**src/rtl/shift_sequencer_pkg.sv**
```systemverilog
// Shared CPU definitions: sequencer state encoding and the shift direction
// constants that the shifter and the ALU decode also use.
package shift_sequencer_pkg;

  typedef enum logic [2:0] {
    IDLE  = 3'd0,
    PASS1 = 3'd1,
    PASS2 = 3'd2,
    PASS3 = 3'd3,
    DONE  = 3'd4
  } seqState_t;

  localparam logic DIR_LEFT  = 1'b0;
  localparam logic DIR_RIGHT = 1'b1;

endpackage

```
**src/rtl/shift_sequencer.sv**
```systemverilog
// Runs 16-bit logical shifts (0..15) as up to three passes through an external
// 8-bit combinational shifter, merging the bytes and producing C/Z/N flags.
module shift_sequencer
  import shift_sequencer_pkg::*;
#(
  parameter int BYTE_W = 8,
  parameter int WORD_W = 2 * BYTE_W
) (
  input  logic              clk,
  input  logic              rst,
  input  logic              Start,
  input  logic [WORD_W-1:0] OpA,
  input  logic [3:0]        Amt,
  input  logic              Dir,
  output logic [BYTE_W-1:0] ShIn,
  output logic [2:0]        ShAmt,
  output logic              ShDir,
  input  logic [BYTE_W-1:0] ShOut,
  output logic              Busy,
  output logic              Done,
  output logic [WORD_W-1:0] Result,
  output logic              C,
  output logic              Z,
  output logic              N
);

  seqState_t         state, nxtState;
  logic [WORD_W-1:0] opA;
  logic [3:0]        amt;
  logic              dir;
  logic [BYTE_W-1:0] tmpHi, tmpLo, nxtHi, nxtLo;
  logic [BYTE_W-1:0] hi, lo;
  logic [2:0]        k;
  logic              big;

  // Last bit shifted out of the word; indices wrap naturally in 4 bits.
  function automatic logic carryOut(input logic [WORD_W-1:0] w,
                                    input logic [3:0] a, input logic d);
    if (a == 4'd0)
      return 1'b0;
    else if (d == DIR_RIGHT)
      return w[a - 4'd1];
    else
      return w[4'd0 - a];
  endfunction

  assign hi   = opA[WORD_W-1:BYTE_W];
  assign lo   = opA[BYTE_W-1:0];
  assign k    = amt[2:0];
  assign big  = amt[3];
  assign Busy = (state != IDLE);
  assign Done = (state == DONE);

  always_comb begin
    nxtState = state;
    ShIn     = '0;
    ShAmt    = '0;
    ShDir    = DIR_LEFT;
    nxtHi    = tmpHi;
    nxtLo    = tmpLo;
    case (state)
      IDLE: if (Start) nxtState = PASS1;
      PASS1: begin
        ShAmt = k;
        ShDir = dir;
        if (dir == DIR_RIGHT) begin
          ShIn  = big ? hi : lo;
          nxtLo = ShOut;
          if (big) nxtHi = '0;
        end else begin
          ShIn  = big ? lo : hi;
          nxtHi = ShOut;
          if (big) nxtLo = '0;
        end
        nxtState = big ? DONE : ((k != 3'd0) ? PASS2 : PASS3);
      end
      PASS2: begin
        // Bits crossing the byte boundary; 0 - k equals 8 - k since k != 0 here.
        ShAmt = 3'd0 - k;
        ShDir = ~dir;
        if (dir == DIR_RIGHT) begin
          ShIn  = hi;
          nxtLo = tmpLo | ShOut;
        end else begin
          ShIn  = lo;
          nxtHi = tmpHi | ShOut;
        end
        nxtState = PASS3;
      end
      PASS3: begin
        ShAmt = k;
        ShDir = dir;
        if (dir == DIR_RIGHT) begin
          ShIn  = hi;
          nxtHi = ShOut;
        end else begin
          ShIn  = lo;
          nxtLo = ShOut;
        end
        nxtState = DONE;
      end
      DONE:    nxtState = IDLE;
      default: nxtState = IDLE;
    endcase
  end

  // Control and architecturally visible result/flags
  always_ff @(posedge clk) begin
    if (rst) begin
      state  <= IDLE;
      Result <= '0;
      C      <= 1'b0;
      Z      <= 1'b0;
      N      <= 1'b0;
    end else begin
      state <= nxtState;
      if (nxtState == DONE) begin
        Result <= {nxtHi, nxtLo};
        C      <= carryOut(opA, amt, dir);
        Z      <= ({nxtHi, nxtLo} == '0);
        N      <= nxtHi[BYTE_W-1];
      end
    end
  end

  // Operand latch and temporary bytes
  always_ff @(posedge clk) begin
    tmpHi <= nxtHi;
    tmpLo <= nxtLo;
    if (state == IDLE && Start) begin
      opA <= OpA;
      amt <= Amt;
      dir <= Dir;
    end
  end

endmodule
```
**config.mk**
```make
export PLATFORM = sky130hd
export DESIGN_NAME = shift_sequencer
export DESIGN_NICKNAME = d
export VERILOG_FILES = /design/src/rtl/shift_sequencer_pkg.sv /design/src/rtl/shift_sequencer.sv
export SDC_FILE = /design/constraint.sdc
export NUM_CORES = 1
export LEC_CHECK = 0
export CAP_MARGIN = 15
export CORE_AREA = 2 2 108 110
export DETAILED_ROUTE_END_ITERATION = 12
export DIE_AREA = 0 0 110 112
export MAX_ROUTING_LAYER = met4
export PLACE_DENSITY = 0.58
export SYNTH_ARGS = -nofsm -noshare
export SYNTH_HDL_FRONTEND = slang
export SYNTH_SLANG_ARGS = --single-unit
```
**constraint.sdc**
```tcl
create_clock -name clk -period 6.9 [get_ports clk]
set_input_delay 2.07 -clock clk [delete_from_list [all_inputs] [get_ports clk]]
set_output_delay 2.07 -clock clk [all_outputs]
set_load 0.03 [all_outputs]
```
; ---- After elaboration in Yosys (flattened, before gate mapping)
; Index checks and enable logic that the tools add are counted.
[totals]
reg_bits = 59
latch_bits = 0
mem_bits_rw = 0
rom_bits = 0
word_cells = 58
memories = 0
[op_classes]
add_sub_neg = 3
n_mul = 0
div = 0
order_cmp = 2
n_eq_ne = 5
n_shift = 0
mux = 27
n_bitwise = 3
n_reduce_logical = 8
[ops]
columns = operator, count
row1 = 2-to-1 mux 8 bit, 12
row2 = one-hot mux 8 bit (3 select lines), 2
row3 = zero test 16 bit, 1
row4 = OR 8 bit, 2
row5 = one-hot mux 8 bit (2 select lines), 1
row6 = one-hot mux 3 bit (4 select lines), 1
row7 = < comparator 4 x 5 -> 1 bit (second input constant), 2
row8 = binary-select mux 1 bit (select 4 bit), 2
row9 = equality test 3 x 2 -> 1 bit (second input constant), 2
row10 = equality test 3 bit (second input constant), 2
row11 = 2-to-1 mux 3 bit, 2
row12 = one-hot mux 3 bit (2 select lines), 1
row13 = nonzero test 3 bit, 2
row14 = 2-to-1 mux 1 bit, 5
row15 = zero test 4 bit, 1
row16 = OR reduction 2 bit, 2
row17 = subtractor 1 x 4 -> 4 bit (first input constant), 1
row18 = subtractor 4 x 1 -> 4 bit (second input constant), 1
row19 = equality test 3 x 1 -> 1 bit (second input constant), 1
row20 = zero test 3 bit, 1
row21 = subtractor 1 x 3 -> 3 bit (first input constant), 1
row22 = one-hot mux 1 bit (2 select lines), 1
row23 = logical AND 1 bit, 1
row24 = NOT 1 bit, 1

; ---- Longest topological paths before layout
; Gate-level depths: netlist of the first run.
[depth]
ltp_word = 5
depth_mapped = 9

; ---- Worst setup path after synthesis of the first run
; OpenSTA, ideal clock, no wires.
[synth_timing]
path_type = reg-to-output
from = reg amt[0]
to = out ShAmt[2]
arrival_time_ns = 2.192
required_time_ns = 4.830
slack_ns = 2.638
stages_incl_launch_ff = 8
path_buffers = 2
cell_sequence = edfxtp_1 clkbuf_1 inv_1 ha_1 ha_1 clkbuf_1 a22oi_1 nor2_1
[synth_between]
elab_chain_len = 2
[synth_lines]
columns = item, line_no
row1 = start: declaration, shift_sequencer.sv:29  ; logic [3:0] amt;
row2 = start signal: assignment, shift_sequencer.sv:132  ; amt <= Amt;
row3 = subtractor 1 x 3 -> 3 bit, shift_sequencer.sv:79  ; ShAmt = 3'd0 - k;
row4 = one-hot mux 3 bit (2 select lines), shift_sequencer.sv:61  ; case (state)
row5 = end: declaration, shift_sequencer.sv:16  ; output logic [2:0] ShAmt,
; No other way between the ends.

; ---- Worst setup path in the final report of the first run
[layout_timing]
from = reg state[2]
to = out ShIn[0]
[layout_between]
elab_chain_len = 3
elab_cells_between_ends = 5
cone_classes = eq/ne: 3 / mux: 1 / reduce/logical: 1
[layout_lines]
columns = item, line_no
row1 = start: declaration, shift_sequencer.sv:27  ; seqState_t state, nxtState;
row2 = start signal: assignment, shift_sequencer.sv:116  ; state <= nxtState;
row3 = equality test 3 x 2 -> 1 bit, shift_sequencer.sv:61
row4 = OR reduction 2 bit (no source line), --
row5 = one-hot mux 8 bit (2 select lines) (*), shift_sequencer.sv:61
row6 = end: declaration, shift_sequencer.sv:15  ; output logic [BYTE_W-1:0] ShIn,
; Mark *: on every way between the ends. The rest lies on a longest branch, timed or not.

==> key figures, run 1 <==
STA
  – Unrepaired setup endpoints after global routing: no
  – Setup TNS: 0 ns
  – Fmax: 192 MHz
  – # setup viols final: 0
  – Final worst setup slack: 1.68 ns
  – Final hold vios: 0
  – Slew HR: 33.2%
  – Worst-margin pin slew: 0.999 ns
  – Post-route minimum period: 5.22 ns
  – Slew Limit Fails: 0
  – Final period util: 75.6%
  – Worst Skew: 0.00653 ns

Placed design
  – Gp weighted congestion: 0.857
  – Dpl cells: 555
  – Post-DP HPWL: 6580 µm
  – Port buffer count: 64
  – Post-place setup slack: 2.06 ns

Routing
  – Detailed Route Iter0 Violations: 159
  – WL/cell: 16.1 µm
  – DRC violations left: 0
  – Routed WL: 9210 µm
  – Via density: 5.38
  – DRT Pass-1 Iters: 5
  – Final ANT Viol Nets: 0
  – Via count: 3075

Synthesis
  – Ys async rst share: 0%
  – Leading area contributor after synthesis: dfxtp_1
  – Top_reg_cell synth: dfxtp_1
  – Synth cell types: 59
  – Synthesized Nets: 406
  – Sequential area share after synthesis: 41.5%
  – Netlist Area Pre-Place: 3300 µm²
  – Syn Area/Cell: 8.88 µm²
  – Post-synth EDFFs: 21
  – Share of the synthesized area in the top cell type: 22.4%
  – Synthesis-stage register bit count: 58
  – Area contributors post-synth: dfxtp_1 (22%), edfxtp_1 (19%), mux4_2 (6.8%)
  – Synth warn: 0
  – Cell count after synthesis: 372

Cells and area
  – Area grow syn2layout: 31.9%
  – Most frequent cells in the layout: clkdlybuf4s50_1 (64), nor2_1 (55), nand2_1 (38)
  – Final nets: 458
  – N_diodes: 0
  – Cell Count, Final, Fillers Out: 572
  – Share of layout cells above drive strength 1: 10.3%
  – Most common cell after layout, fill and taps aside: clkdlybuf4s50_1

CTS
  – # Post-CTS Setup Buffers: 0
  – Post_cts resized: 0
  – Hold_buf cts: 0
  – Root Driver: clkbuf_16
  – Total CTS buffers: 9
  – Clock Path Buffers: 2
  – Worst-path clk slew: 0.06 ns
  – CTS tree: done
  – Sink Count: 58
  – Worst skew pair latency: 0.32 ns
  – # H-tree levels: 3

Worst setup path
  – CP endpoint kind: output port
  – Critical path's slowest cell: nor2_1
  – Critical-path maximum fanout: 31
  – CP Class: flop to output port
  – Worst Reg2Reg Path Length in Cells: 7
  – Critical path arrival: 3.15 ns
  – Required time of the critical path: 4.83 ns
  – CP cell instances: buf_4, nand2b_1, nor2_1, mux2_2, a22o_1, clkdlybuf4s50_1
  – CP max stage delay: 0.85 ns
  – Reg2Reg Setup Slack: 3.96 ns
  – Worst path top cell family by delay: simple AND/OR/NAND/NOR gates
  – Critical path launch point type: flop
  – Reg2Reg Launch Point: amt[0]
  – Crit path buf inv count: 2
  – Reg-to-reg endpoint: C

Global route
  – Vias in the first global route: 2954
  – Largest net degree at the start of global routing: 50
  – Gr ovfl total: 0
  – Tot GR Track Use: 16.0%
  – Antenna violations before repair: 0
  – First-pass GRT wire length: 15000 µm

Power
  – NetSw: 0.381 mW
  – P_int: 0.871 mW
  – Clock network power share: 39.3%
  – Power per Cell Area: 288 nW/µm²
  – Switching share of total power: 30.4%
  – Largest vdd supply drop: 0.114 mV
  – Sequential power share: 36.0%
  – Leak Pwr: 1.56 nW
  – Pwr Total: 1.25 mW
  – Gate power share: 24.7%

Die
  – Die height: 112 µm
  – Placeable core region: 11200 µm²
  – DIE WIDTH: 110 µm
  – Starting Density: 29.6%
  – FP Rows: 39
  – Ports: 65
  – Die area: 12300 µm²

Hold path
  – Hold Path Class: flop to flop
  – Hold Path End: Result[8]
  – Worst Hold Depth: 2
  – Hold Crit Start: Result[8]

Run
  – Max cap viols: 0

Run status
  – Status: completed
-- layer usage --
metal  track usage, %  vias to the layer above  wire length [µm]
met5                -                        -                 0
met4             6.67                        0               171
met3             3.34                       11               557
met2             25.0                      103              4580
met1             19.9                     1467              3900
li1                 -                     1494                 -
-- power groups by stage --
| stage | sequential [mW] | clock, mW | combinational, mW |
|---|---|---|---|
| final | 0.451 | 0.492 | 0.309 |
| after detailed placement | 0.457 | 0 | 0.309 |
| after floorplan | 0.458 | 0 | 0.198 |
| after CTS | 0.450 | 0.502 | 0.311 |
| after global placement | 0.456 | 0 | 0.307 |
| after global routing | 0.457 | 0.520 | 0.339 |
-- tightest hold or removal path, stage by stage (launching register included) --
cell     delay, ns
dfxtp_1       0.31
nand2_1       0.05
a21oi_1       0.05
-- final cells by class --
cell class	instances	area, µm²
clock buffer	11	275
clock inverter	5	65.1
fill	1131	6820
inverter	15	56.3
multi-input combinational	269	1720
sequential	58	1370
tap	143	179
timing repair buffer	71	693
-- per-stage QoR --
| step | hold slack [ns] | instance area, µm² | utilization (%) |
|---|---|---|---|
| finish | 0.457 | 4360 | 39.0 |
| global route | 0.487 | 4360 | 39.0 |
| CTS | 0.459 | 4350 | 38.9 |
| detailed placement | 0.450 | 4010 | 35.9 |
| global placement | 0.449 | 4010 | 35.9 |
| floorplan | 0.436 | 3300 | - |
-- logic make-up (layout without fill, tap and decap cells) --
kind of cell / count (synthesis) / count (layout) / synth area share [%]
adders and majority gates: 2 / 2 / 0.757
xor gates and xnor gates: 1 / 1 / 0.265
DFF: 58 / 58 / 41.5
buffers and inverters: 45 / 102 / 6.55
and+or+nand+nor: 144 / 144 / 20.4
AOI/OAI and AO/OA: 109 / 109 / 22.7
muxes: 13 / 13 / 7.80
-- flip-flops by register name, summed over array words and instances (netlist names), 3 cells and up --
signal	count
Result	16
amt	4
opA	16
state	3
tmpHi	8
tmpLo	8
-- Yosys cell counts, types with 9 or more instances --
cell type	n
nor3_1	11
buf_2	11
a221oi_1	16
o21ai_0	10
nor2_1	55
nand2_1	38
nand2b_1	9
a21oi_1	35
inv_1	12
dfxtp_1	37
clkbuf_1	9
edfxtp_1	21
mux4_2	10
-- how the worst max path moves through the flow --
stage / startpoint / end / slack [ns] / cells after the start
4_1_cts: state[2] / ShIn[0] / 1.71 / 6
3_5_place_dp: state[2] / ShIn[0] / 2.06 / 6
2_1_floorplan: amt[0] / ShAmt[2] / 2.64 / 7
5_1_grt: amt[3] / ShIn[4] / 1.41 / 5
3_3_place_gp: state[2] / ShIn[0] / 2.16 / 6
6_report: state[2] / ShIn[0] / 1.68 / 6
(Power assumes the default switching activity.)
==> inputs of run 2 (changes only) <==
==> constraint.sdc (replaced) <==
create_clock -name clk -period 5.2 [get_ports clk]
set_input_delay 1.56 -clock clk [delete_from_list [all_inputs] [get_ports clk]]
set_output_delay 1.56 -clock clk [all_outputs]
set_load 0.03 [all_outputs]
==> key figures, run 2 (synthesized netlist as in run 1, its figures left out) <==
Power
  – Leak Pwr: 1.55 nW
  – Power per Cell Area: 373 nW/µm²
  – Largest vdd supply drop: 0.194 mV

CTS
  – Post_cts resized: 0
  – Hold_buf cts: 0
  – Root Driver: clkbuf_16
  – CTS tree: done
  – # Post-CTS Setup Buffers: 0
  – Sink Count: 58
  – Total CTS buffers: 9
  – Clock Path Buffers: 2
  – # H-tree levels: 3
  – Worst skew pair latency: 0.33 ns
  – Worst-path clk slew: 0.05 ns

Worst setup path
  – Reg2Reg Launch Point: amt[0]
  – Crit path buf inv count: 1
  – Reg2Reg Setup Slack: 2.24 ns
  – Critical-path maximum fanout: 16
  – Reg-to-reg endpoint: C
  – CP endpoint kind: output port
  – Required time of the critical path: 3.64 ns
  – CP Class: flop to output port
  – CP cell instances: or2_0, nor2_1, mux2_2, a22o_1, clkdlybuf4s50_1
  – Critical path launch point type: flop
  – Worst Reg2Reg Path Length in Cells: 7
  – Worst path top cell family by delay: simple AND/OR/NAND/NOR gates
  – Critical path's slowest cell: nor2_1
  – CP max stage delay: 0.80 ns
  – Critical path arrival: 3.20 ns

Global route
  – First-pass GRT wire length: 15700 µm
  – Tot GR Track Use: 16.6%
  – Met1 usage: 21.2%
  – Vias in the first global route: 3073
  – Antenna violations before repair: 0
  – GR peak layer: met2
  – Met2 Track Usage GR: 25.9%
  – Grt met3 use: 4.63%
  – Largest net degree at the start of global routing: 41
  – Gr ovfl total: 0

STA
  – Fmax: 210 MHz
  – Post-route minimum period: 4.76 ns
  – Setup TNS: 0 ns
  – # setup viols final: 0
  – Slew HR: 33.8%
  – Unrepaired setup endpoints after global routing: no
  – Slew Limit Fails: 0
  – Final period util: 91.5%
  – Final hold vios: 0
  – Worst-margin pin slew: 0.990 ns
  – Worst Skew: 0.00988 ns

Routing
  – Routed WL: 9370 µm
  – Via density: 5.37
  – Final ANT Viol Nets: 0
  – Via count: 3081
  – DRT Pass-1 Iters: 5
  – Detailed Route Iter0 Violations: 230
  – DRC violations left: 0
  – WL/cell: 16.3 µm

Cells and area
  – Most common cell after layout, fill and taps aside: clkdlybuf4s50_1
  – Cell Count, Final, Fillers Out: 574
  – Most frequent cells in the layout: clkdlybuf4s50_1 (64), nor2_1 (55), nand2_1 (38)
  – Post-layout util: 38.7%
  – Largest registers: Result x16, opA x16
  – Share of layout cells above drive strength 1: 9.98%
  – Area grow syn2layout: 31.1%
  – Final nets: 460
  – N_diodes: 0

Die
  – Die height: 112 µm
  – Placeable core region: 11200 µm²
  – Ports: 65
  – DIE WIDTH: 110 µm
  – Die area: 12300 µm²
  – Starting Density: 29.6%
  – FP Rows: 39

Run
  – Max cap viols: 0

Hold path
  – Hold Path Class: flop to flop
  – Hold Crit Start: Result[5]
  – Hold Path End: Result[5]
  – Worst Hold Depth: 2

Placed design
  – Dpl cells: 558
  – Gp weighted congestion: 0.801
  – Post-DP HPWL: 6700 µm
  – Port buffer count: 64

Run status
  – Status: completed
## run 2: cell count changes in the layout (fill, tap and decap cells not counted)
cell and change:
clkbuf_1 +3, buf_4 +2, clkbuf_16 -2, clkbuf_8 +2, clkinv_4 -2, inv_6 -2
clkinv_2 +1
## run 2: through the flow
stage          cell area (µm²)  setup slack, ns  hold WS (ns)  power (mW)
2_1_floorplan             3300             1.45         0.436       0.870
3_3_place_gp              4030            0.980         0.449        1.02
3_5_place_dp              4030            0.837         0.451        1.02
4_1_cts                   4330            0.487         0.458        1.63
5_1_grt                   4330            0.105         0.472        1.69
6_report                  4330            0.444         0.454        1.61
## run 2: worst register-to-register path: cells and delay by family (launching register included)
family | cells | cell delay, ns
AO/OA/AOI/OAI | 1 | 0.08
multiplexers | 3 | 1.18
adder cells (fa/ha/maj) | 2 | 0.79
buffers and inverters | 1 | 0.12
flip-flops | 1 | 0.63
## run 2: report_power, final
part           leakage (nW)  internal, mW  switching (mW)
Combinational         0.892         0.181           0.236
Clock                 0.147         0.396           0.201
Sequential            0.506         0.546          0.0533
Total                  1.55          1.12           0.490
## run 2: cell type report
type | instances | area [µm²]
well taps | 143 | 179
clock buffers | 14 | 264
flip-flops and latches | 58 | 1370
clock inverters | 2 | 35.0
fillers | 1102 | 6850
repair buffers | 73 | 708
inverters | 15 | 56.3
multi-input cells | 269 | 1720
## run 2: worst max-delay path by stage
stage / to / start / slack [ns] / cells past startpoint
CTS: ShIn[0] / amt[3] / 0.49 / 5
global placement: ShIn[0] / amt[3] / 0.98 / 5
detailed placement: ShIn[6] / amt[3] / 0.84 / 5
finish: ShIn[0] / amt[3] / 0.44 / 5
floorplan: ShAmt[2] / amt[0] / 1.45 / 7
global route: ShIn[6] / amt[3] / 0.10 / 5
## run 2: per-layer routing
metal | part of all wire, % | wire length, µm | vias to the layer above
li1 | - | - | 1488
met5 | 0 | 0 | -
met4 | 1.4 | 134 | 0
met3 | 6.9 | 650 | 12
met1 | 43 | 4070 | 1473
met2 | 48 | 4520 | 108
==> inputs of run 3 (changes only) <==
--- a/config.mk
+++ b/config.mk
@@ -6,11 +6,12 @@
 export NUM_CORES = 1
 export LEC_CHECK = 0
 export CAP_MARGIN = 15
-export CORE_AREA = 2 2 108 110
+export CORE_AREA = 2 2 94 96
 export DETAILED_ROUTE_END_ITERATION = 12
-export DIE_AREA = 0 0 110 112
+export DIE_AREA = 0 0 96 98
 export MAX_ROUTING_LAYER = met4
-export PLACE_DENSITY = 0.58
+export PLACE_DENSITY = 0.71
+export SKIP_LAST_GASP = 1
 export SYNTH_ARGS = -nofsm -noshare
 export SYNTH_HDL_FRONTEND = slang
 export SYNTH_SLANG_ARGS = --single-unit
==> key figures, run 3 (synthesized netlist as in run 1, its figures left out) <==
Routing
  – WL/cell: 17.1 µm
  – Via density: 5.91
  – Detailed Route Iter0 Violations: 237
  – Routed WL: 9190 µm
  – Final ANT Viol Nets: 0
  – Via count: 3177
  – DRC violations left: 0
  – DRT Pass-1 Iters: 5

Worst setup path
  – CP Class: flop to output port
  – CP endpoint kind: output port
  – Critical path's slowest cell: nor2_1
  – Critical-path maximum fanout: 16
  – CP cell instances: or2_0, nor2_1, mux2_2, a22o_1, clkdlybuf4s50_1
  – Crit path from: amt[3]
  – Required time of the critical path: 3.64 ns
  – Critical path launch point type: flop
  – CP max stage delay: 0.79 ns
  – Critical path arrival: 3.18 ns
  – Reg2Reg Launch Point: amt[0]

CTS
  – Post_cts resized: 0
  – Clock Path Buffers: 2
  – Worst-path clk slew: 0.07 ns
  – Root Driver: clkbuf_8
  – Worst skew pair latency: 0.34 ns
  – Total CTS buffers: 9
  – # Post-CTS Setup Buffers: 0
  – Sink Count: 58
  – Hold_buf cts: 0
  – CTS tree: done
  – # H-tree levels: 3

Placed design
  – Port buffer count: 64
  – DP Area: 3970 µm²
  – Gp weighted congestion: 0.856
  – Post-DP HPWL: 6370 µm
  – Dpl cells: 521

STA
  – Worst-margin pin slew: 0.965 ns
  – Final hold vios: 0
  – Hold_ws: 0.461 ns
  – Final period util: 91.1%
  – Slew Limit Fails: 0
  – Worst Skew: 0.0111 ns
  – Unrepaired setup endpoints after global routing: no
  – Slew HR: 35.5%
  – # setup viols final: 0
  – Post-route minimum period: 4.74 ns
  – Setup TNS: 0 ns
  – Fmax: 211 MHz

Power
  – Leak Pwr: 1.49 nW
  – Power per Cell Area: 339 nW/µm²
  – Largest vdd supply drop: 0.210 mV

Global route
  – First-pass GRT wire length: 14500 µm
  – Antenna violations before repair: 0
  – Tot GR Track Use: 20.4%
  – Vias in the first global route: 2980
  – Largest net degree at the start of global routing: 49
  – Gr ovfl total: 0

Die
  – Starting Density: 39.0%
  – Die area: 9410 µm²
  – DIE WIDTH: 96 µm
  – Placeable core region: 8470 µm²
  – Ports: 65
  – Die height: 98 µm
  – FP Rows: 34

Cells and area
  – Share of layout cells above drive strength 1: 10.5%
  – Final nets: 459
  – Area grow syn2layout: 26.6%
  – N_diodes: 0
  – Most frequent cells in the layout: clkdlybuf4s50_1 (64), nor2_1 (55), nand2_1 (38)
  – Final Cell Area: 4180 µm²
  – Cell Count, Final, Fillers Out: 538
  – Most common cell after layout, fill and taps aside: clkdlybuf4s50_1
  – Largest registers: Result x16, opA x16
  – Filler cell count: 779
  – Post-layout util: 49.4%

Run
  – Max cap viols: 0

Hold path
  – Hold Crit Start: tmpHi[2]
  – Hold Path Class: flop to flop

Run status
  – Status: completed
==> run 3: cell types whose count changed in the layout (fill, tap and decap cells not counted), sizes merged <==
cell	change
bufinv	-1
clkbuf	-3
inv	+2
buf	-2
clkinvlp	+1
clkinv	+2
==> run 3: metal layers <==
metal,up-vias,routed length [µm],track usage [%]
met4,0,198,8.35
met2,146,4260,30.0
li1,1490,-,-
met5,-,0,-
met3,23,632,4.48
met1,1518,4100,27.1
==> run 3: layout make-up <==
cell class	instances	area, µm²	area share (%)
multi-input combinational	269	1720	41.0
sequential	58	1370	32.8
timing repair buffer	72	707	16.9
clock buffer	10	149	3.56
tap	108	135	3.23
inverter	15	56.3	1.35
clock inverter	6	47.5	1.14
==> run 3: report_power, final <==
| group | total [mW] | switching, mW | internal (mW) | leakage, nW |
|---|---|---|---|---|
| sequential | 0.596 | 0.0516 | 0.545 | 0.506 |
| clock | 0.401 | 0.195 | 0.206 | 0.0998 |
| combinational | 0.421 | 0.242 | 0.178 | 0.889 |
| total | 1.42 | 0.489 | 0.929 | 1.49 |
==> run 3: per-stage QoR <==
stage / setup slack (ns) / total power [mW]
5_1_grt: 0.199 / 1.49
4_1_cts: 0.494 / 1.42
3_5_place_dp: 0.869 / 1.02
6_report: 0.462 / 1.42
3_3_place_gp: 0.955 / 1.00
2_1_floorplan: 1.45 / 0.870
==> run 3: worst max-delay path: cells and delay by family, from the launching register on <==
family,cells,cell delay (ns)
multiplexers,1,0.31
AND/OR/NAND/NOR,2,1.21
buffers and inverters,1,0.67
flip-flops,1,0.53
AO/OA/AOI/OAI,1,0.13
==> run 3: final timing paths <==
kind / end / cells after the start / slack [ns]
max: ShIn[0] / 5 / 0.46
min: tmpHi[2] / 2 / 0.46
max reg2reg: C / 7 / 2.16
min reg2reg: tmpHi[2] / 2 / 0.46
